<file path="src/rtl/ntt_pkg.sv">
// Shared constants and elaboration-time helpers for the Kyber NTT butterfly datapath.
package ntt_pkg;

    localparam int DEF_DATA_WIDTH = 12;
    localparam int DEF_MODULUS    = 3329;

    localparam logic MODE_CT = 1'b0;
    localparam logic MODE_GS = 1'b1;

    function automatic int barrett_k(input int dw);
        return 2 * dw;
    endfunction

    function automatic longint barrett_m(input int dw, input int q);
        return (longint'(1) << barrett_k(dw)) / longint'(q);
    endfunction

    function automatic int latency(input int mul_lat);
        return mul_lat + 2;
    endfunction

endpackage

</file>
<file path="src/rtl/ntt_butterfly_dual_mod_mul.sv">
// Pipelined Barrett modular multiplier: product, quotient estimate, single correction,
// then optional extra delay stages so the total depth equals MUL_LAT (MUL_LAT >= 3).
module mod_mul_barrett
    import ntt_pkg::*;
#(
    parameter int DATA_WIDTH = DEF_DATA_WIDTH,
    parameter int MODULUS    = DEF_MODULUS,
    parameter int MUL_LAT    = 3
) (
    input  logic                  clk,
    input  logic                  rst_n,
    input  logic                  i_en,
    input  logic [DATA_WIDTH-1:0] i_a,
    input  logic [DATA_WIDTH-1:0] i_b,
    output logic [DATA_WIDTH-1:0] o_p
);

    localparam int PW = 2 * DATA_WIDTH;
    localparam int K  = barrett_k(DATA_WIDTH);
    localparam int MW = K + 1;
    localparam int XW = PW + MW;
    localparam logic [MW-1:0] BM  = MW'(barrett_m(DATA_WIDTH, MODULUS));
    localparam logic [PW-1:0] Q_P = PW'(MODULUS);

    logic [PW-1:0]         r_prod;
    logic [PW-1:0]         r_prod2;
    logic [PW-1:0]         r_quot;
    logic [DATA_WIDTH-1:0] r_res [MUL_LAT-2];
    logic [PW-1:0]         w_r;

    // The quotient estimate is at most one short, so the remainder is below 2q
    assign w_r = r_prod2 - r_quot * Q_P;
    assign o_p = r_res[MUL_LAT-3];

    // Multiplier pipeline registers, frozen when the datapath is stalled
    always_ff @(posedge clk or negedge rst_n) begin
        if (!rst_n) begin
            r_prod  <= '0;
            r_prod2 <= '0;
            r_quot  <= '0;
            for (int i = 0; i < MUL_LAT - 2; i++) begin
                r_res[i] <= '0;
            end
        end else if (i_en) begin
            r_prod   <= PW'(i_a) * PW'(i_b);
            r_prod2  <= r_prod;
            r_quot   <= PW'((XW'(r_prod) * XW'(BM)) >> K);
            r_res[0] <= DATA_WIDTH'((w_r >= Q_P) ? (w_r - Q_P) : w_r);
            for (int i = 1; i < MUL_LAT - 2; i++) begin
                r_res[i] <= r_res[i-1];
            end
        end
    end

endmodule

</file>
<file path="src/rtl/ntt_butterfly_dual.sv">
// Dual-mode (CT forward / GS inverse) modular butterfly with fixed latency MUL_LAT+2,
// per-sample mode select, optional GS halving and an aligned sideband tag.
module ntt_butterfly_dual
    import ntt_pkg::*;
#(
    parameter int DATA_WIDTH = DEF_DATA_WIDTH,
    parameter int MODULUS    = DEF_MODULUS,
    parameter int MUL_LAT    = 3,
    parameter int TAG_WIDTH  = 4
) (
    input  logic                  clk,
    input  logic                  rst_n,
    input  logic                  enable,
    input  logic                  valid_in,
    input  logic                  mode,
    input  logic                  half_en,
    input  logic [TAG_WIDTH-1:0]  tag_in,
    input  logic [DATA_WIDTH-1:0] a_in,
    input  logic [DATA_WIDTH-1:0] b_in,
    input  logic [DATA_WIDTH-1:0] twiddle,
    output logic [DATA_WIDTH-1:0] a_out,
    output logic [DATA_WIDTH-1:0] b_out,
    output logic [TAG_WIDTH-1:0]  tag_out,
    output logic                  valid_out
);

    localparam int DW = DATA_WIDTH;
    localparam logic [DW:0] Q_E = (DW + 1)'(MODULUS);

    function automatic logic [DW-1:0] mod_add(input logic [DW-1:0] x, input logic [DW-1:0] y);
        logic [DW:0] s;
        s = {1'b0, x} + {1'b0, y};
        return DW'((s >= Q_E) ? (s - Q_E) : s);
    endfunction

    function automatic logic [DW-1:0] mod_sub(input logic [DW-1:0] x, input logic [DW-1:0] y);
        logic [DW:0] d;
        d = {1'b0, x} - {1'b0, y};
        return DW'(d[DW] ? (d + Q_E) : d);
    endfunction

    function automatic logic [DW-1:0] mod_half(input logic [DW-1:0] x);
        return DW'((x[0] ? ({1'b0, x} + Q_E) : {1'b0, x}) >> 1);
    endfunction

    logic [DW-1:0]        r_a0, r_b0, r_w0;
    logic                 r_v0, r_mode0, r_half0;
    logic [TAG_WIDTH-1:0] r_tag0;

    logic                 r_v_d    [MUL_LAT+1];
    logic                 r_mode_d [MUL_LAT+1];
    logic                 r_half_d [MUL_LAT+1];
    logic [TAG_WIDTH-1:0] r_tag_d  [MUL_LAT+1];

    logic [DW-1:0] r_ct_a [MUL_LAT];
    logic [DW-1:0] r_ct_sum, r_ct_diff;
    logic [DW-1:0] r_gs_sum [MUL_LAT+1];
    logic [DW-1:0] r_gs_diff, r_gs_w;

    logic [DW-1:0] w_ct_bw, w_gs_prod, w_a_nxt, w_b_nxt;

    // CT multiplies straight from the input register; GS multiplies the registered difference
    mod_mul_barrett #(.DATA_WIDTH(DW), .MODULUS(MODULUS), .MUL_LAT(MUL_LAT)) u_mul_ct (
        .clk(clk), .rst_n(rst_n), .i_en(enable), .i_a(r_b0), .i_b(r_w0), .o_p(w_ct_bw)
    );

    mod_mul_barrett #(.DATA_WIDTH(DW), .MODULUS(MODULUS), .MUL_LAT(MUL_LAT)) u_mul_gs (
        .clk(clk), .rst_n(rst_n), .i_en(enable), .i_a(r_gs_diff), .i_b(r_gs_w), .o_p(w_gs_prod)
    );

    // Result select at the last stage: CT add/sub results or GS sum/product, optionally halved
    always_comb begin
        w_a_nxt = r_ct_sum;
        w_b_nxt = r_ct_diff;
        if (r_mode_d[MUL_LAT] == MODE_GS) begin
            if (r_half_d[MUL_LAT]) begin
                w_a_nxt = mod_half(r_gs_sum[MUL_LAT]);
                w_b_nxt = mod_half(w_gs_prod);
            end else begin
                w_a_nxt = r_gs_sum[MUL_LAT];
                w_b_nxt = w_gs_prod;
            end
        end else begin
            w_a_nxt = r_ct_sum;
            w_b_nxt = r_ct_diff;
        end
    end

    // Input, alignment, add/sub and output registers; all hold while enable is low
    always_ff @(posedge clk or negedge rst_n) begin
        if (!rst_n) begin
            r_a0      <= '0;
            r_b0      <= '0;
            r_w0      <= '0;
            r_v0      <= 1'b0;
            r_mode0   <= 1'b0;
            r_half0   <= 1'b0;
            r_tag0    <= '0;
            r_ct_sum  <= '0;
            r_ct_diff <= '0;
            r_gs_diff <= '0;
            r_gs_w    <= '0;
            a_out     <= '0;
            b_out     <= '0;
            tag_out   <= '0;
            valid_out <= 1'b0;
            for (int i = 0; i <= MUL_LAT; i++) begin
                r_v_d[i]    <= 1'b0;
                r_mode_d[i] <= 1'b0;
                r_half_d[i] <= 1'b0;
                r_tag_d[i]  <= '0;
                r_gs_sum[i] <= '0;
            end
            for (int i = 0; i < MUL_LAT; i++) begin
                r_ct_a[i] <= '0;
            end
        end else if (enable) begin
            r_a0    <= a_in;
            r_b0    <= b_in;
            r_w0    <= twiddle;
            r_v0    <= valid_in;
            r_mode0 <= mode;
            r_half0 <= half_en;
            r_tag0  <= tag_in;

            r_v_d[0]    <= r_v0;
            r_mode_d[0] <= r_mode0;
            r_half_d[0] <= r_half0;
            r_tag_d[0]  <= r_tag0;
            r_gs_sum[0] <= mod_add(r_a0, r_b0);
            for (int i = 1; i <= MUL_LAT; i++) begin
                r_v_d[i]    <= r_v_d[i-1];
                r_mode_d[i] <= r_mode_d[i-1];
                r_half_d[i] <= r_half_d[i-1];
                r_tag_d[i]  <= r_tag_d[i-1];
                r_gs_sum[i] <= r_gs_sum[i-1];
            end

            r_ct_a[0] <= r_a0;
            for (int i = 1; i < MUL_LAT; i++) begin
                r_ct_a[i] <= r_ct_a[i-1];
            end
            r_ct_sum  <= mod_add(r_ct_a[MUL_LAT-1], w_ct_bw);
            r_ct_diff <= mod_sub(r_ct_a[MUL_LAT-1], w_ct_bw);

            r_gs_diff <= mod_sub(r_a0, r_b0);
            r_gs_w    <= r_w0;

            a_out     <= w_a_nxt;
            b_out     <= w_b_nxt;
            tag_out   <= r_tag_d[MUL_LAT];
            valid_out <= r_v_d[MUL_LAT];
        end
    end

endmodule

</file>
<file path="config.mk">
export PLATFORM = sky130hd
export DESIGN_NAME = ntt_butterfly_dual
export DESIGN_NICKNAME = d
export VERILOG_FILES = /design/src/rtl/ntt_pkg.sv /design/src/rtl/ntt_butterfly_dual_mod_mul.sv /design/src/rtl/ntt_butterfly_dual.sv
export SDC_FILE = /design/constraint.sdc
export NUM_CORES = 2
export LEC_CHECK = 0
export CAP_MARGIN = 15
export CORE_AREA = 2 2 378 342
export DETAILED_ROUTE_END_ITERATION = 6
export DIE_AREA = 0 0 380 344
export SETUP_SLACK_MARGIN = 0.15
export SLEW_MARGIN = 25
export SYNTH_ARGS = -nofsm -noshare
export SYNTH_HDL_FRONTEND = slang
export SYNTH_SLANG_ARGS = --single-unit
</file>
<file path="constraint.sdc">
create_clock -name clk -period 17.58 [get_ports clk]
set_input_delay 2.637 -clock clk [delete_from_list [all_inputs] [get_ports clk]]
set_output_delay 2.637 -clock clk [all_outputs]
set_load 0.02 [all_outputs]
</file>
# Word level (Yosys, flattened, before mapping)

Cells that the tools add are included.

Register bits: 378
Bits of input ports: 46

$add $sub $neg: 14
$mul: 6
$lt $le $gt $ge: 4
Multiplexer cells: 12

Operators by type and width:

| cell                                                                                  | count |
|---|---|
| 12-bit two-way mux                                                                    | 10 |
| 24-bit by 13-bit multiplier with 37-bit output, second input constant                 | 2 |
| 24-bit by 12-bit greater-or-equal comparator with 1-bit output, second input constant | 2 |
| 12-bit by 12-bit multiplier with 24-bit output                                        | 2 |
| 13-bit by 12-bit multiplier with 24-bit output, second input constant                 | 2 |
| 12-bit subtractor, second input constant                                              | 4 |
| 24-bit subtractor                                                                     | 2 |
| 12-bit by 12-bit adder with 13-bit output                                             | 2 |
| 12-bit by 12-bit adder with 13-bit output, second input constant                      | 2 |
| 13-bit by 12-bit greater-or-equal comparator with 1-bit output, second input constant | 2 |
| 13-bit two-way mux                                                                    | 2 |
| 12-bit by 12-bit subtractor with 13-bit output                                        | 2 |
| 12-bit adder, second input constant                                                   | 2 |

# Longest topological paths before layout

Word-level depth: 4
Depth in mapped cells: 24
Gate-level depth less buffers: 22

# Cells and area by module

From an unflattened synthesis, not the netlist that was laid out.

Cells, all modules: 4,592
Area total of the unflattened synthesis: 44,591.5 µm²

By module, submodules not included:

| module                     | times used | cells each | area each (µm²) |
|---|---|---|---|
| mod_mul_barrett (u_mul_ct) | 1          | 1,675      | 15,793.9 |
| mod_mul_barrett (u_mul_gs) | 1          | 1,667      | 15,761.4 |
| ntt_butterfly_dual         | 1          | 1,250      | 13,036.3 |

# Least setup slack after synthesis

OpenSTA, ideal clock, no wires.

Path type: register -> register
Start point: reg r_gs_w[3]
End point: reg u_mul_gs.r_prod[23]
Setup time: 125 ps
Data arrival time: 5,498 ps
Required time: 17,455 ps
Slack: 11,957 ps
Cell stages (with the launch flop): 20
Path buffers: 1
Period minus slack after synthesis: 5,623 ps
Cell sequence: dfrtp_1 -> clkbuf_1 -> nand2_1 -> fa_1 -> inv_1 -> fa_1 -> inv_1 -> fa_1 -> inv_1 -> fa_1 -> fa_1 -> ha_1 -> or3_1 -> o311ai_0 -> a31oi_1 -> o41ai_1 -> o21ai_0 -> a21oi_1 -> xnor2_1 -> mux2_2

Word-level cells in the longest chain between the ends: 1

RTL lines:

| element                                        | RTL line                         | RTL |
|---|---|---|
| start, declared                                | ntt_butterfly_dual.sv:58         | `logic [DW-1:0] r_gs_diff, r_gs_w;` |
| start signal, assigned                         | ntt_butterfly_dual.sv:147        | `r_gs_w <= r_w0;` |
| 12-bit by 12-bit multiplier with 24-bit output | ntt_butterfly_dual_mod_mul.sv:45 | `r_prod <= PW'(i_a) * PW'(i_b);` |
| end signal, assigned                           | ntt_butterfly_dual_mod_mul.sv:45 |  |
| end, declared                                  | ntt_butterfly_dual_mod_mul.sv:25 | `logic [PW-1:0] r_prod;` |

No other way between the ends.
A chain may end at the register's enable or synchronous reset.

# Final worst setup path

Start point: reg u_mul_ct.r_quot[2]
End point: reg u_mul_ct.r_res (netlist bit u_mul_ct.o_p[3])

Word-level cells in the longest chain between the ends: 4
Elaborated cells between the ends (all ways): 5

RTL lines:

| element                                                                                                    | RTL line                         | RTL |
|---|---|---|
| start, declared                                                                                            | ntt_butterfly_dual_mod_mul.sv:27 | `logic [PW-1:0] r_quot;` |
| start signal, assigned                                                                                     | ntt_butterfly_dual_mod_mul.sv:47 | `r_quot <= PW'((XW'(r_prod) * XW'(BM)) >> K);` |
| 13-bit by 12-bit multiplier with 24-bit output (*)                                                         | ntt_butterfly_dual_mod_mul.sv:32 | `assign w_r = r_prod2 - r_quot * Q_P;` |
| 24-bit subtractor (*)                                                                                      | ntt_butterfly_dual_mod_mul.sv:32 |  |
| 24-bit by 12-bit greater-or-equal comparator with 1-bit output / 12-bit subtractor (equally long branches) | ntt_butterfly_dual_mod_mul.sv:48 | `r_res[0] <= DATA_WIDTH'((w_r >= Q_P) ? (w_r - Q_P) : w_r);` |
| 12-bit two-way mux (*)                                                                                     | ntt_butterfly_dual_mod_mul.sv:48 |  |
| end signal, assigned by index                                                                              | ntt_butterfly_dual_mod_mul.sv:50 | `r_res[i] <= r_res[i-1];` |
| end, declared                                                                                              | ntt_butterfly_dual_mod_mul.sv:28 | `logic [DATA_WIDTH-1:0] r_res [MUL_LAT-2];` |

Mark *: on every way between the ends. The rest lies on a longest branch, timed or not.

==> results.yml <==
outcome:
  status: "complete, no violations"
routing:
  totalWireLength_um: 107000
  detail-route-antenna-nets: 0
  wl_per_cell_um: 17.0
  dr.pass1.iters: 6
  drc: 0
  drt-initial-drc-count: 1793
  viasPerCell: 4.91
  vias: 30800
clocking:
  cts.clk_slew.worst_paths_ps: 60
  cts-resized-gates: 0
  holdBufCountCts: 0
  cts_root_buffer: "clkbuf_16"
  cts.sinks: 378
  htree_levels: 2
  cts_inserted_buffers: 47
  cts_buffer_depth: 3
  clk-insertion-delay-late_ps: 670
  cts_tree: "built"
  cts_setup_buffers: 0
die:
  core_mm2: 0.127
  initial_utilization_pct: 34.8
  rows: 124
  die_x_um: 380
  io-pin-count: 75
  fp.dieArea_mm2: 0.131
  die_y_um: 344
critical_path:
  slowest_delay_ps: 770
  endpoint_kind: "flip-flop"
  r2r_start: "u_mul_ct.r_quot[2]"
  worst_setup_path_start_kind: "flip-flop"
  slowest_stage: "and4_1"
  endpoint: "u_mul_ct.o_p[3]"
  ff2ff_path_depth: 21
  crit_chain: "ha_1 > inv_1 > fa_1 > inv_1 > ha_1 > inv_1 > fa_1 > inv_1 > fa_1 > inv_1 > ha_1 > o21ai_0 > a21oi_1 > o31a_1 > o41ai_1 > a2111oi_0 > nand4_1 > a2111oi_2 > and4_1 > nor3_1 > or3_1"
  required_ps: 18130
  cp.arrival_ps: 6850
  r2r-end: "u_mul_ct.o_p[3]"
  crit_start: "u_mul_ct.r_quot[2]"
  path_class: "reg2reg"
  rrSetupSlack_ps: 11280
  critPathMaxFanout: 18
  crit_top_cell: "inv_1"
yosys:
  postSynthCellCount: 4539
  ys_types: 81
  synthArstFlopShare_pct: 100
  synth_seq_area_share_pct: 21.5
  ys_warn_count: 0
  syn_nets: 5689
  syn-cell-area_mm2: 0.0441
  synth_top_flop_cell: "dfrtp_1"
  synth_seq_cells: 378
  synth_edf_count: 0
  avgSynthCellArea_um2: 9.72
global_route:
  grt_pass1_vias: 31300
  grt_pass1_wl_um: 174000
  grt_usage_pct: 16.6
  grt_max_degree: 203
  antenna_found_initial: 4
  grt-ovfl-total: 0
placed_design:
  place.gp.congestion: 0.873
  portBuffers: 74
  pre_cts_ws_ps: 11330
  hpwl_um: 85500
final_layout:
  final_common_cell: "inv_1"
  drive_gt1_share_pct: 7.59
  finalNetCount: 5677
  syn2layout_area_growth_pct: 9.26
  final_cell_mix: "inv_1 (836), ha_1 (588), fa_1 (516), nand2_1 (397), dfrtp_1 (378)"
sta:
  worst_pin_slew_ps: 1040
  rsz0062_at_grt: "false"
  post-route-worst-setup-slack_ps: 11280
  fin_tns_setup_ps: 0
  max_freq_ghz: 0.159
  hold_viol_final: 0
  finalCriticalPeriod_ps: 6300
  fin_skew_ps: 46.8
  period_share_pct: 35.8
  setup_viol: 0
  slew_viol_final: 0
  fin_hold_ws_ps: 473
  slew_headroom_pct: 30.1
hold_path:
  hp-class: "reg2reg"
  min_from: "r_tag_d[4]"
job:
  drv_cap: 0
==> kinds of logic (layout without fill, tap and decap cells) <==
group                      Yosys count  in the layout  share of synthesized area [%]
AOI/OAI and AO/OA                  674            674                           9.74
xor gates and xnor gates           172            172                           3.42
adders and majority gates         1104           1104                           40.1
buffers and inverters              988           1009                           8.46
DFF                                378            378                           21.5
muxes                              255            255                           6.42
other                                0              3                              0
and+or+nand+nor                    968            968                           10.4
==> state kept, by name (all words and copies together), names as in the netlist, 13 cells and up <==
signal,cells
r_gs_sum,48
r_ct_a,36
u_mul_ct.r_prod2,24
u_mul_ct.r_prod,24
u_mul_gs.r_prod2,24
u_mul_gs.r_prod,24
r_tag_d,16
u_mul_ct.r_quot,13
u_mul_gs.r_quot,13
==> how the worst min path moves through the flow <==
stage | endpoint | slack [ps] | depth (start not counted)
finish | r_tag_d[0] | 470 | 1
CTS | r_tag_d[0] | 470 | 1
detailed placement | r_gs_sum[0] | 480 | 2
floorplan | r_gs_sum[46] | 450 | 2
global placement | r_gs_sum[0] | 470 | 2
global route | r_tag_d[0] | 510 | 1
==> worst max-delay path, delay by kind of cell, from the launching register on <==
family | cells | cell delay [ps]
simple gates | 4 | 1450
flops | 1 | 450
buf+inv | 5 | 240
fa+ha+maj | 6 | 2630
compound gates | 6 | 1450
==> layer usage <==
layer | vias to the layer above | global-route usage (%) | routed length [um]
met5 | - | 0 | 7
met4 | 2 | 4.08 | 2300
met1 | 15300 | 24.7 | 52900
met2 | 536 | 25.5 | 46500
met3 | 97 | 2.31 | 4950
li1 | 14800 | - | -
==> through the flow <==
step	cell area [um2]	utilization, %	cells
global route	48200	38.1	6262
floorplan	44100	-	4539
detailed placement	46500	36.8	6178
global placement	46500	36.8	6178
finish	48200	38.1	6264
CTS	48100	38.0	6260
==> layout make-up <==
class / count / area, um2
diodes: 3 / 7.51
well taps: 1701 / 2130
flip-flops and latches: 378 / 9460
repair buffers: 89 / 905
fillers: 12700 / 78400
multi-input cells: 3173 / 30900
clock inverters: 26 / 315
inverters: 838 / 3150
clock buffers: 56 / 1290
==> synth_stat cells (103+ instances only) <==
master,number,share of area (%)
o21ai_0,151,1.7
nand2_1,397,3.4
mux2_2,223,5.7
a21oi_1,212,2.4
xnor2_1,118,2.3
dfrtp_1,378,21
inv_1,837,7.1
and2_1,103,1.5
fa_1,516,23
clkbuf_1,134,1.1
ha_1,588,17
nor2_1,180,1.5
Power is left out: the tool's default activity adds up to more than one toggle a clock period on the data nets, which glitch-free logic cannot reach.
